--- config.mk ---
export PLATFORM = sky130hd
export DESIGN_NAME = udp_tx_framer_flat
export DESIGN_NICKNAME = d
export VERILOG_FILES = /design/src/rtl/udp_tx_framer_if.sv /design/src/rtl/udp_tx_framer.sv /design/src/flat_wrapper.sv
export SDC_FILE = /design/constraint.sdc
export NUM_CORES = 1
export LEC_CHECK = 0
export CAP_MARGIN = 20
export CORE_MARGIN = 1
export CORE_UTILIZATION = 45
export CTS_CLUSTER_DIAMETER = 100
export CTS_CLUSTER_SIZE = 10
export DETAILED_ROUTE_END_ITERATION = 6
export PLACE_DENSITY = 0.73
export SETUP_SLACK_MARGIN = 0.05
export SLEW_MARGIN = 10
export SYNTH_ARGS = -nofsm -noshare
export SYNTH_HDL_FRONTEND = slang
export SYNTH_SLANG_ARGS = --single-unit
--- constraint.sdc ---
create_clock -name clk -period 15.9 [get_ports clk]
set_input_delay 4.77 -clock clk [delete_from_list [all_inputs] [get_ports clk]]
set_output_delay 4.77 -clock clk [all_outputs]
set_load 0.03 [all_outputs]
--- src/rtl/udp_tx_framer_if.sv ---
// Signal bundle between the UDP transmit framer and its environment:
// frame request, FWFT payload source, byte stream to the RMII serializer, and status.
interface udp_tx_framer_if;
  // Byte stream: a byte moves on any clock where tx_byte_valid && tx_byte_ready.
  // While valid is high and ready is low, tx_byte holds its value. Valid does not
  // depend on ready. payload_ready marks the clock in which payload_data is taken.
  logic        tx_start;
  logic [10:0] tx_len;
  logic [47:0] dest_mac;
  logic [31:0] dest_ip;
  logic [15:0] dest_port;
  logic [7:0]  payload_data;
  logic        payload_ready;
  logic [7:0]  tx_byte;
  logic        tx_byte_valid;
  logic        tx_byte_ready;
  logic        tx_busy;
  logic        tx_done;
  logic        tx_err;
  logic [3:0]  dbg_state;

  modport master (
    input  tx_start, tx_len, dest_mac, dest_ip, dest_port, payload_data, tx_byte_ready,
    output payload_ready, tx_byte, tx_byte_valid, tx_busy, tx_done, tx_err, dbg_state
  );

  modport slave (
    output tx_start, tx_len, dest_mac, dest_ip, dest_port, payload_data, tx_byte_ready,
    input  payload_ready, tx_byte, tx_byte_valid, tx_busy, tx_done, tx_err, dbg_state
  );
endinterface

--- src/rtl/udp_tx_framer.sv ---
// Ethernet II / IPv4 / UDP transmit framer: streams preamble, headers, payload,
// zero pad and CRC-32 FCS one byte at a time, then holds off for the inter-frame gap.
module udp_tx_framer #(
  parameter logic [47:0] FPGA_MAC   = 48'h00_1A_2B_3C_4D_5E,
  parameter logic [31:0] FPGA_IP    = 32'hC0_00_02_92,
  parameter logic [15:0] FPGA_PORT  = 16'd5005,
  parameter logic [7:0]  IP_TTL     = 8'd64,
  parameter int          IFG_CYCLES = 48
) (
  input  logic            clk,
  input  logic            resetn,
  udp_tx_framer_if.master bus
);

  typedef enum logic [3:0] {
    IDLE, CSUM, PREAMBLE, ETH_HEADER, IP_HEADER, UDP_HEADER, PAYLOAD, PAD, FCS, IFG
  } state_t;

  localparam logic [10:0] IFG_LAST = 11'(IFG_CYCLES - 1);

  state_t      state, state_n;
  logic [10:0] cnt, cnt_n;

  logic [10:0] len_q;
  logic [47:0] dmac_q;
  logic [31:0] dip_q;
  logic [15:0] dport_q;
  logic [15:0] ident_q;
  logic [31:0] acc_q;
  logic [31:0] crc_q;
  logic [7:0]  tx_byte_q;
  logic        tx_valid_q;
  logic        busy_q, done_q, err_q;

  logic        load_en, len_ok;
  logic        load, crc_en, last_b, accept, reject, finish, drain, pay_take;
  state_t      nxt;
  logic [7:0]  byte_n;

  logic [15:0]  total_len, udp_len, csum_word, ip_csum, fold2;
  logic [16:0]  fold1;
  logic [159:0] ip_pre, ip_hdr;
  logic [111:0] eth_hdr;
  logic [63:0]  udp_hdr;
  logic [7:0]   eth_byte, ip_byte, udp_byte, fcs_byte;

  function automatic logic [31:0] crc_byte(input logic [31:0] c, input logic [7:0] d);
    logic [31:0] r;
    r = c ^ {24'h0, d};
    for (int i = 0; i < 8; i++) begin
      r = r[0] ? ((r >> 1) ^ 32'hEDB88320) : (r >> 1);
    end
    return r;
  endfunction

  assign len_ok  = (bus.tx_len != 11'd0) && (bus.tx_len <= 11'd1472);
  assign load_en = !tx_valid_q || bus.tx_byte_ready;

  assign total_len = {5'd0, len_q} + 16'd28;
  assign udp_len   = {5'd0, len_q} + 16'd8;

  // The checksum word slot is zero while summing; the folded result replaces it on the wire.
  assign ip_pre  = {16'h4500, total_len, ident_q, 16'h4000, IP_TTL, 8'h11, 16'h0000, FPGA_IP, dip_q};
  assign fold1   = {1'b0, acc_q[31:16]} + {1'b0, acc_q[15:0]};
  assign fold2   = fold1[15:0] + {15'd0, fold1[16]};
  assign ip_csum = ~fold2;
  assign ip_hdr  = {16'h4500, total_len, ident_q, 16'h4000, IP_TTL, 8'h11, ip_csum, FPGA_IP, dip_q};
  assign eth_hdr = {dmac_q, FPGA_MAC, 16'h0800};
  assign udp_hdr = {FPGA_PORT, dport_q, udp_len, 16'h0000};

  assign csum_word = 16'(ip_pre >> {4'd9 - cnt[3:0], 4'd0});
  assign eth_byte  = 8'(eth_hdr >> {4'd13 - cnt[3:0], 3'd0});
  assign ip_byte   = 8'(ip_hdr >> {5'd19 - cnt[4:0], 3'd0});
  assign udp_byte  = 8'(udp_hdr >> {3'd7 - cnt[2:0], 3'd0});
  assign fcs_byte  = 8'((~crc_q) >> {cnt[1:0], 3'd0});

  always_ff @(posedge clk) begin
    if (!resetn) begin
      state <= IDLE;
      cnt   <= 11'd0;
    end else begin
      state <= state_n;
      cnt   <= cnt_n;
    end
  end

  always_comb begin
    state_n  = state;
    cnt_n    = cnt;
    load     = 1'b0;
    crc_en   = 1'b0;
    last_b   = 1'b0;
    nxt      = state;
    byte_n   = 8'h00;
    accept   = 1'b0;
    reject   = 1'b0;
    finish   = 1'b0;
    drain    = 1'b0;
    pay_take = 1'b0;
    case (state)
      IDLE: begin
        if (bus.tx_start) begin
          if (len_ok) begin
            accept  = 1'b1;
            state_n = CSUM;
            cnt_n   = 11'd0;
          end else begin
            reject = 1'b1;
          end
        end
      end
      CSUM: begin
        if (cnt == 11'd9) begin
          state_n = PREAMBLE;
          cnt_n   = 11'd0;
        end else begin
          cnt_n = cnt + 11'd1;
        end
      end
      PREAMBLE: begin
        load   = load_en;
        byte_n = (cnt == 11'd7) ? 8'hD5 : 8'h55;
        last_b = (cnt == 11'd7);
        nxt    = ETH_HEADER;
      end
      ETH_HEADER: begin
        load   = load_en;
        crc_en = 1'b1;
        byte_n = eth_byte;
        last_b = (cnt == 11'd13);
        nxt    = IP_HEADER;
      end
      IP_HEADER: begin
        load   = load_en;
        crc_en = 1'b1;
        byte_n = ip_byte;
        last_b = (cnt == 11'd19);
        nxt    = UDP_HEADER;
      end
      UDP_HEADER: begin
        load   = load_en;
        crc_en = 1'b1;
        byte_n = udp_byte;
        last_b = (cnt == 11'd7);
        nxt    = PAYLOAD;
      end
      PAYLOAD: begin
        load     = load_en;
        pay_take = load_en;
        crc_en   = 1'b1;
        byte_n   = bus.payload_data;
        last_b   = (cnt == len_q - 11'd1);
        nxt      = (len_q < 11'd18) ? PAD : FCS;
      end
      PAD: begin
        load   = load_en;
        crc_en = 1'b1;
        last_b = (cnt == 11'd17 - len_q);
        nxt    = FCS;
      end
      FCS: begin
        load   = load_en;
        byte_n = fcs_byte;
        last_b = (cnt == 11'd3);
        nxt    = IFG;
      end
      IFG: begin
        // The gap is counted only once the last FCS byte has left the output register.
        if (tx_valid_q) begin
          drain = bus.tx_byte_ready;
        end else if (cnt == IFG_LAST) begin
          state_n = IDLE;
          cnt_n   = 11'd0;
          finish  = 1'b1;
        end else begin
          cnt_n = cnt + 11'd1;
        end
      end
      default: state_n = IDLE;
    endcase
    if (load) begin
      if (last_b) begin
        state_n = nxt;
        cnt_n   = 11'd0;
      end else begin
        cnt_n = cnt + 11'd1;
      end
    end
  end

  always_ff @(posedge clk) begin
    if (!resetn) begin
      len_q      <= 11'd0;
      dmac_q     <= 48'd0;
      dip_q      <= 32'd0;
      dport_q    <= 16'd0;
      ident_q    <= 16'd0;
      acc_q      <= 32'd0;
      crc_q      <= 32'hFFFF_FFFF;
      tx_byte_q  <= 8'h00;
      tx_valid_q <= 1'b0;
      busy_q     <= 1'b0;
      done_q     <= 1'b0;
      err_q      <= 1'b0;
    end else begin
      err_q  <= reject;
      done_q <= finish;
      if (accept) begin
        len_q   <= bus.tx_len;
        dmac_q  <= bus.dest_mac;
        dip_q   <= bus.dest_ip;
        dport_q <= bus.dest_port;
        acc_q   <= 32'd0;
        crc_q   <= 32'hFFFF_FFFF;
        busy_q  <= 1'b1;
      end
      if (finish) begin
        busy_q  <= 1'b0;
        ident_q <= ident_q + 16'd1;
      end
      if (state == CSUM) acc_q <= acc_q + {16'd0, csum_word};
      if (load) begin
        tx_byte_q  <= byte_n;
        tx_valid_q <= 1'b1;
        if (crc_en) crc_q <= crc_byte(crc_q, byte_n);
      end else if (drain) begin
        tx_valid_q <= 1'b0;
      end
    end
  end

  assign bus.tx_byte       = tx_byte_q;
  assign bus.tx_byte_valid = tx_valid_q;
  assign bus.payload_ready = pay_take;
  assign bus.tx_busy       = busy_q;
  assign bus.tx_done       = done_q;
  assign bus.tx_err        = err_q;
  assign bus.dbg_state     = state;

endmodule
--- src/flat_wrapper.sv ---
// flat-port wrapper written by rule: the top's interface ports become plain ports
module udp_tx_framer_flat 
#(
  parameter logic [47:0] FPGA_MAC   = 48'h00_1A_2B_3C_4D_5E,
  parameter logic [31:0] FPGA_IP    = 32'hC0_00_02_92,
  parameter logic [15:0] FPGA_PORT  = 16'd5005,
  parameter logic [7:0]  IP_TTL     = 8'd64,
  parameter int          IFG_CYCLES = 48
)
  (clk, resetn, bus_tx_start, bus_tx_len, bus_dest_mac, bus_dest_ip, bus_dest_port, bus_payload_data, bus_tx_byte_ready, bus_payload_ready, bus_tx_byte, bus_tx_byte_valid, bus_tx_busy, bus_tx_done, bus_tx_err, bus_dbg_state);
  udp_tx_framer_if bus_i ();
  input  logic clk;
  input  logic resetn;
  input wire logic [$bits(bus_i.tx_start)-1:0] bus_tx_start;
  input wire logic [$bits(bus_i.tx_len)-1:0] bus_tx_len;
  input wire logic [$bits(bus_i.dest_mac)-1:0] bus_dest_mac;
  input wire logic [$bits(bus_i.dest_ip)-1:0] bus_dest_ip;
  input wire logic [$bits(bus_i.dest_port)-1:0] bus_dest_port;
  input wire logic [$bits(bus_i.payload_data)-1:0] bus_payload_data;
  input wire logic [$bits(bus_i.tx_byte_ready)-1:0] bus_tx_byte_ready;
  output wire logic [$bits(bus_i.payload_ready)-1:0] bus_payload_ready;
  output wire logic [$bits(bus_i.tx_byte)-1:0] bus_tx_byte;
  output wire logic [$bits(bus_i.tx_byte_valid)-1:0] bus_tx_byte_valid;
  output wire logic [$bits(bus_i.tx_busy)-1:0] bus_tx_busy;
  output wire logic [$bits(bus_i.tx_done)-1:0] bus_tx_done;
  output wire logic [$bits(bus_i.tx_err)-1:0] bus_tx_err;
  output wire logic [$bits(bus_i.dbg_state)-1:0] bus_dbg_state;
  assign bus_i.tx_start = bus_tx_start;
  assign bus_i.tx_len = bus_tx_len;
  assign bus_i.dest_mac = bus_dest_mac;
  assign bus_i.dest_ip = bus_dest_ip;
  assign bus_i.dest_port = bus_dest_port;
  assign bus_i.payload_data = bus_payload_data;
  assign bus_i.tx_byte_ready = bus_tx_byte_ready;
  assign bus_payload_ready = bus_i.payload_ready;
  assign bus_tx_byte = bus_i.tx_byte;
  assign bus_tx_byte_valid = bus_i.tx_byte_valid;
  assign bus_tx_busy = bus_i.tx_busy;
  assign bus_tx_done = bus_i.tx_done;
  assign bus_tx_err = bus_i.tx_err;
  assign bus_dbg_state = bus_i.dbg_state;
  udp_tx_framer #(.FPGA_MAC(FPGA_MAC), .FPGA_IP(FPGA_IP), .FPGA_PORT(FPGA_PORT), .IP_TTL(IP_TTL), .IFG_CYCLES(IFG_CYCLES)) u_core (.clk(clk), .resetn(resetn), .bus(bus_i));
endmodule
Word-level counts from Yosys, hierarchy flattened

Cells that the tools add are included.

$add $sub $neg: 13
Reductions and logical operators: 14
Shift-type cells: 5
Equal/unequal tests: 21
Order comparisons: 2
Bitwise operators: 12
Muxes and demuxes: 48

Operators by type and width:

| cell                  | number |
|---|---|
| $mux 32               | 13 |
| $shr 159x8->16        | 1 |
| $shr 159x8->8         | 1 |
| $not 13->14           | 8 |
| $shr 112x7->8         | 1 |
| $mux 11               | 7 |
| $shr 61x6->8          | 1 |
| $pmux 8 s6            | 1 |
| $pmux 11 s3           | 1 |
| $add 32x16->32        | 1 |
| $mux 4                | 8 |
| $not 32->32           | 1 |
| $shr 32x5->8          | 1 |
| $xor 32x8->32         | 1 |
| $pmux 4 s7            | 1 |
| $eq 11x11->1          | 2 |
| $eq 11x4->1 const B   | 2 |
| $add 16x16->17        | 1 |
| $add 16x1->16         | 1 |
| $add 16x1->16 const B | 1 |
| $eq 4x3->1 const B    | 4 |
| $not 16->16           | 1 |
| $pmux 4 s4            | 1 |
| $mux 1                | 14 |
| 36 further kinds      | 41 |

Flip-flop bits (word level): 214
Output and inout port bits: 17
Logic and storage cells: 129

Longest topological paths before layout

Depth in word-level cells: 24
Depth in mapped cells: 24
Mapped depth without buffers: 23

Worst setup path before layout

OpenSTA, ideal clock, no wires.

Kind: input -> output
Start: in bus_tx_byte_ready
End: out bus_payload_ready
Data required time: 11.130 ns
Data arrival time: 5.229 ns
Slack: 5.901 ns
Stages: 2
Cell sequence: nor2b_1 -> nor2_1

Cells in the longest elaborated chain, start to end: 2

RTL lines:

| what             | line                 | text |
|---|---|---|
| from (decl)      | flat_wrapper.sv:20   | `input wire logic [$bits(bus_i.tx_byte_ready)-1:0] bus_tx_byte_ready;` |
| $logic_or 1x1->1 | udp_tx_framer.sv:57  | `assign load_en = !tx_valid_q \|\| bus.tx_byte_ready;` |
| $mux 1           | udp_tx_framer.sv:100 | `case (state)` |
| to (decl)        | flat_wrapper.sv:21   | `output wire logic [$bits(bus_i.payload_ready)-1:0] bus_payload_ready;` |

Every way passes these cells.

Worst setup path in the final report

Same ends and word-level chain as after synthesis.

==> flow_summary.json <==
{
  "status": "finished with violations",
  "violations": "DRC",
  "avgViaCountPerCell": 6.14,
  "antenna_found_initial": 0,
  "synth_adder_area_share_pct": 5.00,
  "crit_start": "bus_tx_byte_ready",
  "grt_max_degree": 117,
  "r2r-start": "u_core.cnt[1]",
  "grt_pass1_vias": 13500,
  "drtIter0Drc": 1463,
  "rsz0062_at_grt": "no",
  "rows": 65,
  "place_area_um2": 16000,
  "synthesis.area_um2": 14600,
  "skew_ns": 0.0221,
  "finalCritPeriodShare_pct": 68.4,
  "criticalPathCategory": "input port to output port",
  "fill_cells": 2975,
  "wirelength_mm": 46.7,
  "worstPathArrival_ns": 6.11,
  "dr.pass1.iters": 7,
  "clock_latency_ns": 0.56,
  "syn_to_final_growth_pct": 15.4,
  "drive_gt1_share_pct": 5.35,
  "yosys.area_share.simple_pct": 23.8,
  "cap_violations": 0,
  "drc_errors": 1,
  "grt.total_usage_pct": 27.8,
  "leakagePower_nw": 6.12,
  "synth_xor_area_share_pct": 9.40,
  "fmax_mhz": 91.9,
  "clk_pin_slew_ns": 0.05,
  "synth_compound_area_share_pct": 22.9,
  "fin_crit_ns": 10.88,
  "ios": 136,
  "n_antenna_cell": 0,
  "syn-num-nets": 2078,
  "cts_root_buffer": "clkbuf_16",
  "die_x_um": 182,
  "tightest_slew_ns": 1.08,
  "port_buffers": 135,
  "grt_pass1_wl_mm": 73.5,
  "ys.warnings.count": 0,
  "end_kind": "output port",
  "setup_viol": 0,
  "place_hpwl_mm": 33.8,
  "ant_nets": 0,
  "gp_congestion": 0.978,
  "hold_buffers": 0,
  "slew_headroom_pct": 27.2,
  "vias": 14500,
  "synth_seq_area_share_pct": 29.4,
  "synth_cells": 1902,
  "fin_tns_setup_ns": 0,
  "crit_fanout": 4,
  "synth.distinct_cells": 82,
  "initial_core_util_pct": 45.9,
  "cp-start-kind": "input port",
  "syn_avg_cell_area_um2": 7.65,
  "nets": 2135,
  "multi_input_area_um2": 9630,
  "synth_flop_cell": "dfxtp_1",
  "synth_top_family_by_area": "simple AND/OR/NAND/NOR gates",
  "regArea_um2": 4290,
  "post-route-util_pct": 52.9,
  "synth_edf_count": 0,
  "chipHeight_um": 182,
  "post_cts_buffers": 0,
  "clock_sinks": 214,
  "slew_viol_final": 0,
  "hold_viol": 0,
  "hold_path_startpoint": "u_core.dmac_q[43]",
  "overflow": 0,
  "design.core.area_um2": 31700,
  "clock_path_buffers": 3,
  "async_flop_share_pct": 0,
  "synth_mux_area_share_pct": 5.05,
  "h-tree-depth": 1,
  "cts_tree": "yes",
  "hold_path_class": "flop to flop",
  "die-area_um2": 33100,
  "post_drt_wl_per_cell_um": 19.8,
  "powerDensity_nw_per_um2": 76.1,
  "stdcell_area_um2": 16800,
  "cp_data_required_time_ns": 11.13,
  "cts-resized-gates": 0,
  "ys_seq_elements": 214,
  "timing.hold.ws_ns": 0.455,
  "cts_buffers": 25,
  "peakVddDrop_mv": 0.0680
}
-- path summary, 6_finish.rpt --
check                           slack (ns)           endpoint  cells after the start
worst min register to register        0.45  u_core.dmac_q[43]                      2
worst max-delay path                  5.02  bus_payload_ready                      4
worst max register to register        8.90   u_core.acc_q[28]                     20
worst min-delay path                  0.45  u_core.dmac_q[43]                      2
-- per-stage QoR --
step                      setup WS (ns)  total power (W)  cells
after global placement             5.05         0.000756   2330
after floorplan                    5.90         0.000688   1902
after global routing               4.95          0.00132   2363
after detailed placement           5.03         0.000759   2330
after CTS                          5.02          0.00128   2359
final                              5.02          0.00128   2363
-- worst max-delay path: stages --
cell and delay, ns:
clkdlybuf4s50_1 0.47, nor2b_1 0.07, nor2_1 0.11, clkdlybuf4s50_1 0.69
-- synthesized netlist by cell type (16+ instances only) --
library cell  count  share of area [%]
a211oi_1         24                1.2
mux2i_1          16                1.1
nor2_1          148                3.8
a21oi_1         243                8.4
or3_1            16               0.69
xnor2_1          69                4.2
nor3_1           53                1.8
inv_1            40                1.0
nand3_1          57                2.0
xor2_1           47                2.8
nor2b_1          17               0.73
ha_1             55                4.7
a31oi_1          18               0.77
o21ai_0          88                3.0
and3_1           30                1.3
o211ai_1         17               0.88
dfxtp_1         214                 29
clkbuf_1        104                2.7
nand2_1         330                8.5
mux4_2           24                3.7
-- final cells by class --
type                    count  share of cell area (%)
multi-input cells        1521                    57.3
clock buffers              27                    3.83
inverters                  43                   0.976
clock inverters             2                   0.298
flip-flops and latches    214                    25.5
repair buffers            154                    9.02
well taps                 402                    3.00
-- cells by family (layout without fill, tap and decap cells) --
family                     count (synthesis)  count (layout)
and+or+nand+nor                          750             750
AOI/OAI and AO/OA                        538             538
DFF                                      214             214
buffers and inverters                    167             226
xor gates and xnor gates                 133             133
adders and majority gates                 57              57
muxes                                     43              43
-- report_power, final --
group / internal, W / switching [W] / total [W] / leakage, nW
Combinational: 0.0000730 / 0.000104 / 0.000177 / 4.03
Sequential: 0.000555 / 0.0000208 / 0.000576 / 1.74
Clock: 0.000300 / 0.000224 / 0.000524 / 0.340
-- layer usage --
| layer | track usage [%] | wire length (um) |
|---|---|---|
| met5 | 0 | 0 |
| met4 | 10.8 | 1860 |
| met3 | 3.97 | 3370 |
| met2 | 45.7 | 21500 |
| met1 | 36.8 | 20000 |
-- flip-flops by register name, summed over array words and instances (netlist names) --
| register | count |
|---|---|
| u_core.bus.tx_done | 1 |
| u_core.bus.tx_byte | 8 |
| u_core.bus.tx_err | 1 |
| u_core.ident_q | 16 |
| u_core.bus.tx_busy | 1 |
| u_core.bus.tx_byte_valid | 1 |
| u_core.acc_q | 32 |
| u_core.len_q | 11 |
| u_core.dport_q | 16 |
| u_core.dip_q | 32 |
| u_core.crc_q | 32 |
| u_core.cnt | 11 |
| u_core.dmac_q | 48 |
| u_core.bus.dbg_state | 4 |
-- cells in the final DEF, fill, tap and decap left out, drive strengths merged, types with 9 or more instances in the layout --
cell / n
mux4: 24
clkbuf: 27
a211oi: 27
o22ai: 11
nor3: 53
nor2b: 17
buf: 19
o211ai: 17
xor2: 47
ha: 55
clkdlybuf4s50: 135
nor4: 12
o21a: 9
a21o: 14
nand3: 57
nand2b: 13
nor2: 148
o21ai: 89
or3: 16
a21oi: 243
a22oi: 14
and2: 12
and3: 30
nand4: 13
inv: 42
o31ai: 11
xnor2: 74
dfxtp: 214
a31oi: 18
xnor3: 12
mux2i: 16
or2: 9
nand2: 330
(Power assumes the default switching activity.)
==> patch (config.mk and constraints unchanged) <==
One comparison of `cnt` changes from == to >=.
--- a/src/rtl/udp_tx_framer.sv
+++ b/src/rtl/udp_tx_framer.sv
@@ -119,7 +119,7 @@
       end
       PREAMBLE: begin
         load   = load_en;
-        byte_n = (cnt == 11'd7) ? 8'hD5 : 8'h55;
+        byte_n = (cnt >= 11'd7) ? 8'hD5 : 8'h55;
         last_b = (cnt == 11'd7);
         nxt    = ETH_HEADER;
       end
Formal check against the unedited RTL: no difference found for any inputs over 10 cycles, from zero or initial values and one cycle with resetn low; that may be too few to reach the edited logic, so the function may still have changed.
==> patch against the original RTL <==
Clock skew decreased by 0.93 ps; global-route usage decreased by 0.82 points; area after synthesis decreased by 0.25%; setup slack better by 43 ps; total power decreased by 1.4%; sequential cell count did not move; final cell count decreased by 1.9%; final area fell by 0.60%; sequential share of layout area up 0.15 points; routed wire length decreased by 2.2%; largest cell class unchanged; largest power group unchanged.
==> patch: results (changes against the original RTL) <==
status:
  status: "completed"
pwr:
  ir_drop_v: 0.0000643  # -5.4%
  netSwitchingPower_mw: 0.351  # +0.67%
  p_leak_nw: 6.01  # -1.7%
clock_network:
  clockBufferDepth: 3  # unchanged
  ctsResizeCount: 0  # unchanged
  post_cts_buffers: 0  # unchanged
  cts_root_buf: "clkbuf_16"
  htree_levels: 1  # unchanged
routing:
  dr.pass1.iters: 5  # -2
  drtIter0Drc: 1574  # +7.6%
  wire_per_inst_um: 19.7  # -0.32%
  viasPerCell: 6.08  # -1.1%
finish:
  drive_gt1_share_pct: 6.62  # +1.3 points
  num-fill-cells: 2978  # +0.10%
  nNetsFinal: 2092  # -2.0%
placed_design:
  io_buffers: 135  # unchanged
  dp_hpwl_mm: 32.9  # -2.5%
  gp_congestion: 0.957  # -2.1%
  dpl_cell_area_um2: 16000  # -0.12%
yosys:
  synth_common_cells: "nand2_1, a21oi_1, dfxtp_1"
  synth_cell_types: 99  # +21%
  synthAdderAreaFrac_pct: 5.02  # +0.013 points
  synth_compound_area_share_pct: 21.3  # -1.5 points
  synth_xor_area_share_pct: 9.41  # +0.015 points
  synth_mux_area_share_pct: 6.98  # +1.9 points
  synthArstFlopShare_pct: 0  # unchanged
  synth.yosys.seq_area_share_pct: 29.5  # +0.074 points
  yosys-top-cells-area: "dfxtp_1, nand2_1, a21oi_1"
  syn_nets: 2037  # -2.0%
critical_path:
  cp.arrival_ps: 6060  # -50 ps
  crit_fanout: 4  # unchanged
  rrSetupSlack_ps: 8290  # -610 ps
  timing.rr.start: "u_core.cnt[1]"
global_route:
  grt_pass1_vias: 13262  # -1.6%
  grt_pass1_wl_mm: 71.5  # -2.7%
  track_usage_pct: 27.0  # -0.82 points
  grt_max_degree: 109  # -6.8%
worst_hold_path:
  hold_class: "reg -> reg"
  min_from: "u_core.dport_q[7]"
sta:
  max_freq_mhz: 92.3  # +0.39%
  relSlewSlack_pct: 27.0  # -0.20 points
  finalSetupViolations: 0  # unchanged
  holdWs_ps: 451  # -3.58 ps
  skew_ps: 21.1  # -0.930 ps
[patch: cell count changes in the layout (fill, tap and decap cells not counted), moves of 10 or more]
cell / unedited run / this run
o22a_1: 2 / 12
a21oi_1: 243 / 216
mux2_2: 3 / 14
mux2i_1: 16 / 27
nand3_1: 57 / 73
xnor3_1: 12 / 1
o21ai_0: 88 / 72
nor2_1: 147 / 157
inv_1: 40 / 24
[patch: worst paths after layout]
check	end	cells past startpoint
setup / recovery	bus_payload_ready	4
hold / removal	u_core.dport_q[7]	2
setup reg to reg	u_core.acc_q[30]	21
hold reg to reg	u_core.dport_q[7]	2
[patch: logic make-up (layout without fill, tap and decap cells)]
family / Yosys count / after routing
xor gates and xnor gates: 139 / 139
and+or+nand+nor: 747 / 747
adders and majority gates: 57 / 57
DFF: 214 / 214
AOI/OAI and AO/OA: 482 / 482
buffers and inverters: 155 / 211
muxes: 67 / 67
[patch: layer usage]
layer	wire length, µm	global-route usage, %	part of all wire (%)
met3	3440	4.31	7.5
met4	1820	11.0	4.0
met2	21000	44.7	46
met5	0	0	0
met1	19500	35.1	43
[patch: worst max-delay path, cell delays in order]
cell and delay [ps]:
clkdlybuf4s50_1 460, nor2b_1 60, nor2_1 80, clkdlybuf4s50_1 690
[patch: power by group through the flow]
| stage | Sequential (mW) | Clock, mW | Combinational, mW |
|---|---|---|---|
| global route | 0.576 | 0.536 | 0.191 |
| detailed placement | 0.586 | 0 | 0.173 |
| floorplan | 0.576 | 0 | 0.111 |
| CTS | 0.574 | 0.516 | 0.174 |
| global placement | 0.585 | 0 | 0.171 |
| finish | 0.575 | 0.508 | 0.176 |
[patch: final cells by class]
cell class | count | area (µm²) | share of cell area (%)
inverter | 28 | 108 | 0.645
clock buffer | 26 | 629 | 3.77
timing repair buffer | 155 | 1500 | 8.98
clock inverter | 2 | 28.8 | 0.172
tap | 402 | 503 | 3.01
multi-input combinational | 1492 | 9640 | 57.7
sequential | 214 | 4290 | 25.7
[patch: metrics by stage]
| stage | std cells | setup slack (ps) |
|---|---|---|
| finish | 2319 | 5070 |
| global placement | 2290 | 5040 |
| CTS | 2318 | 5060 |
| global route | 2319 | 4980 |
| detailed placement | 2290 | 5060 |
| floorplan | 1861 | 5900 |
